**config.mk**
```make
export PLATFORM = sky130hd
export DESIGN_NAME = trace_capture_fifo
export DESIGN_NICKNAME = d
export VERILOG_FILES = /design/src/rtl/trace_capture_fifo.sv
export SDC_FILE = /design/constraint.sdc
export NUM_CORES = 2
export LEC_CHECK = 0
export CAP_MARGIN = 0
export CORE_ASPECT_RATIO = 1.4
export CORE_MARGIN = 2
export CORE_UTILIZATION = 55
export DETAILED_ROUTE_END_ITERATION = 16
export DONT_BUFFER_PORTS = 1
export PLACE_DENSITY = 0.74
export SETUP_SLACK_MARGIN = 0.05
export SLEW_MARGIN = 20
export SYNTH_ARGS = -nofsm -noshare
export SYNTH_HDL_FRONTEND = slang
export SYNTH_SLANG_ARGS = --single-unit
```
**constraint.sdc**
```tcl
create_clock -name clk -period 10.1 [get_ports clk]
set_clock_uncertainty 0.2 [all_clocks]
set_input_delay 2.02 -clock clk [delete_from_list [all_inputs] [get_ports clk]]
set_output_delay 2.02 -clock clk [all_outputs]
set_load 0.05 [all_outputs]
```
**src/rtl/trace_capture_fifo.sv**
```systemverilog
// trace_capture_fifo: on-chip capture buffer for the instruction trace stream.
// Words enter through a single write port and are drained first-word-fall-through
// over a valid/ready port. When the buffer is full, incoming words are counted
// as drops. A marker word carrying that count is written as soon as a slot
// frees up. Capture freezes once trap is sampled high.
module trace_capture_fifo #(
    parameter int DEPTH  = 64,
    parameter int DROP_W = 16
) (
    input  logic                    clk,
    input  logic                    resetn,
    input  logic                    trace_valid,
    input  logic [35:0]             trace_data,
    input  logic                    trap,
    output logic                    m_valid,
    input  logic                    m_ready,
    output logic [35:0]             m_data,
    output logic [$clog2(DEPTH):0]  level,
    output logic                    overflow,
    output logic                    stopped,
    output logic                    done
);
    localparam int             AW     = $clog2(DEPTH);
    localparam logic [AW:0]    L_FULL = (AW+1)'(DEPTH);
    localparam logic [DROP_W-1:0] DROP_MAX = {DROP_W{1'b1}};

    logic [35:0]       r_mem [DEPTH];
    logic [AW-1:0]     r_wptr;
    logic [AW-1:0]     r_rptr;
    logic [AW:0]       r_level;
    logic [DROP_W-1:0] r_drop;
    logic              r_overflow;
    logic              r_stopped;

    logic              w_capt;
    logic              w_free;
    logic              w_pend;
    logic              w_pop;
    logic              w_wr_marker;
    logic              w_wr_data;
    logic              w_push;
    logic              w_drop_now;
    logic [35:0]       w_wdata;

    // The stopped flag is the pre-edge value, so a word on the trapping edge is still captured.
    assign w_capt      = trace_valid & ~r_stopped;
    // A same-cycle pop never frees a slot for the write.
    assign w_free      = (r_level != L_FULL);
    assign w_pend      = (r_drop != '0);
    assign w_pop       = (r_level != '0) & m_ready;
    assign w_wr_marker = w_pend & w_free;
    assign w_wr_data   = ~w_pend & w_capt & w_free;
    assign w_push      = w_wr_marker | w_wr_data;
    assign w_drop_now  = w_capt & ~w_wr_data;
    assign w_wdata     = w_wr_marker ? {4'hF, 32'(r_drop)} : trace_data;

    // Control state: pointers, occupancy, drop counter and sticky flags.
    always_ff @(posedge clk or negedge resetn) begin
        if (!resetn) begin
            r_wptr     <= '0;
            r_rptr     <= '0;
            r_level    <= '0;
            r_drop     <= '0;
            r_overflow <= 1'b0;
            r_stopped  <= 1'b0;
        end else begin
            if (w_push) r_wptr <= r_wptr + 1'b1;
            if (w_pop)  r_rptr <= r_rptr + 1'b1;
            unique case ({w_push, w_pop})
                2'b10:   r_level <= r_level + 1'b1;
                2'b01:   r_level <= r_level - 1'b1;
                default: r_level <= r_level;
            endcase
            // A marker clears the count; a word dropped on that same edge restarts it at one.
            if (w_wr_marker) begin
                r_drop <= w_capt ? DROP_W'(1) : '0;
            end else if (w_drop_now && r_drop != DROP_MAX) begin
                r_drop <= r_drop + 1'b1;
            end
            if (w_drop_now) r_overflow <= 1'b1;
            if (trap)       r_stopped  <= 1'b1;
        end
    end

    // Storage array: data only, no reset needed since level gates visibility.
    always_ff @(posedge clk) begin
        if (w_push) r_mem[r_wptr] <= w_wdata;
    end

    assign m_valid  = (r_level != '0);
    assign m_data   = m_valid ? r_mem[r_rptr] : '0;
    assign level    = r_level;
    assign overflow = r_overflow;
    assign stopped  = r_stopped;
    assign done     = r_stopped & (r_level == '0) & ~w_pend;

endmodule

```
==> reports/results.tsv <==
metric	value	unit
p_leak	31.4	nW
synth_top_family_by_area	multiplexers	
post_cts_buffers	0	
worstPathArrival	5340	ps
cts.path.max_buffers	3	
root_buffer	clkbuf_16	
clk_pin_slew_worst_paths	70	ps
core-area	164000	um2
fmax	132	MHz
place_congestion	0.869	
maxCapViolations	0	
ys_ff_latch	2341	
yosysTopAreaCell	edfxtp_1	
worst_slew_pin_slew	1270	ps
synthMuxAreaShare	14.9	%
outcome	finished, final reports clean	
fin_crit	7560	ps
postRouteAntennaNets	0	
die_x	346	um
antenna_found_initial	4	
post_cts_resized	0	
clock-sinks	2341	
fp-row-count	176	
grt_overflow	0	
synth_compound_area_share	3.67	%
grt_max_degree	106	
crit_fanout	41	
worstSetupPathType	reg2out	
ys_seq_area_share	77.6	%
drt_pass1_iterations	6	
synthArstFlopShare	1.58	%
track_usage	29.9	%
ys_top_cells_by_count	edfxtp_1 (2304), mux4_2 (468), mux2i_1 (292)	
syn_inst	4201	
tns	0	ps
fin_nets	4360	
ys_warn_count	0	
vias_per_cell	7.00	
drive_gt1_share	22.9	%
synth-edff-count	2304	
synthAdderAreaFrac	0.0970	%
p_total	27.0	mW
min_path_type	reg2reg	
reg2reg_slack	5500	ps
final.period_utilization	74.9	%
h-tree-depth	4	
dp.cells	6244	
syn-cell-area	90300	um2
fillers	10900	
cts_tree	done	
io_pins	88	
start_kind	flip-flop	
ir_drop	230	uV
syn2layout_area_growth	10.5	%
synth.avg_cell_area	21.5	um2
wirelength	251000	um
synth-simple-area-share	1.77	%
initial_core_util	55.2	%
cp_data_required_time	7880	ps
portBuffers	0	
yosysMostFrequentCell	edfxtp_1	
synth_nets	4249	
power.density	270	nW/um2
synth_ff_type	edfxtp_1	
wl_per_cell	37.9	um
grt_pass1_wl	347000	um
drtIter0Drc	7023	
stdcell_count	6616	
fp.dieH	483	um
netlist_top_cells_area	edfxtp_1 (77%), mux4_2 (12%), mux2i_1 (3.2%)	
synth_top_area_share	76.6	%
dieArea	168000	um2
rsz0062_at_grt	no	
drcViolationCount	0	
setup_viol	0	
finalMaxSlewViolations	0	
detailed_place_hpwl	141000	um
end_kind	output port	
clk_latency	860	ps
slew_headroom	15.5	%
synth_xor_area_share	0.310	%
synthDistinctLibCells	61	
vias	46300	
grt_pass1_vias	45700	
hold_viol_final	0	
ctsHoldBuffers	0	
cts_buffers	202	
[path summary, 6_finish.rpt]
kind	start	end	cells past startpoint
min in group asynchronous	resetn	r_rptr[4]$_DFFE_PN0P_	0
min reg2reg	r_wptr[2]$_DFFE_PN0P_	r_wptr[2]$_DFFE_PN0P_	1
max in group asynchronous	resetn	r_wptr[3]$_DFFE_PN0P_	0
min	r_wptr[2]$_DFFE_PN0P_	r_wptr[2]$_DFFE_PN0P_	1
max reg2reg	level[2]$_DFFE_PN0P_	r_mem[59][2]$_DFFE_PP_	8
max	r_rptr[3]$_DFFE_PN0P_	m_data[31]	7
[cell families after synthesis]
family | Yosys count
AND/OR/NAND/NOR | 333
adder cells (fa/ha/maj) | 7
multiplexers | 763
flip-flops | 2341
buffers and inverters | 252
XOR/XNOR | 32
AO/OA/AOI/OAI | 473
[critical path: stages (launching register included)]
cell	delay, ps
dfrtp_2	850
buf_4	680
nand3_4	870
o22ai_1	400
a2111oi_0	130
a2111oi_1	900
buf_4	230
a21o_1	380
[where the power goes]
part,switching [mW],internal (mW),total (mW),leakage (nW)
Sequential,0.279,11.0,11.3,21.2
Clock,3.41,4.05,7.46,3.03
Combinational,5.33,2.92,8.25,7.17
[cell usage in the layout (no fill, tap or decap), types with 32 or more instances in the layout]
cell / n
a211oi_1: 46
a21oi_1: 101
a22o_1: 36
a22oi_1: 89
buf_4: 143
clkbuf_1: 60
clkbuf_16: 205
clkinv_1: 40
clkinv_2: 32
dfrtp_1: 32
edfxtp_1: 2304
mux2i_1: 292
mux4_2: 468
nand2_1: 90
nor2_4: 63
o221ai_1: 57
o22ai_1: 61
[state kept, by name, summed over array words and instances, names as in the netlist]
name	cells
r_mem	2304
r_drop	16
level	7
r_rptr	6
r_wptr	6
overflow	1
stopped	1
[per-layer routing]
metal	GRT usage, %	vias up	part of all wire, %
met5	0	-	0.018
met4	15.9	2	6.2
met3	6.73	705	12
met2	48.5	3491	49
met1	37.9	24200	33
li1	-	17900	-
[cell type report]
cell class	count	area, um2	share of cell area, %
clock buffers	267	5380	5.39
clock inverters	101	840	0.841
well taps	2136	2670	2.68
repair buffers	151	1240	1.24
inverters	8	30.0	0.0301
flip-flops and latches	2341	70100	70.3
diodes	4	10.0	0.0100
multi-input cells	1608	19500	19.5
[per-stage QoR]
stage	utilization (%)	setup slack, ps	instance area [um2]	hold slack (ps)
floorplan	-	3340	90300	293
global placement	57.1	3310	93500	328
detailed placement	57.2	3480	93500	361
CTS	61.0	2550	99700	375
global route	61.0	2510	99800	400
finish	61.0	2540	99800	380
Power figures use the tool's default switching activity.
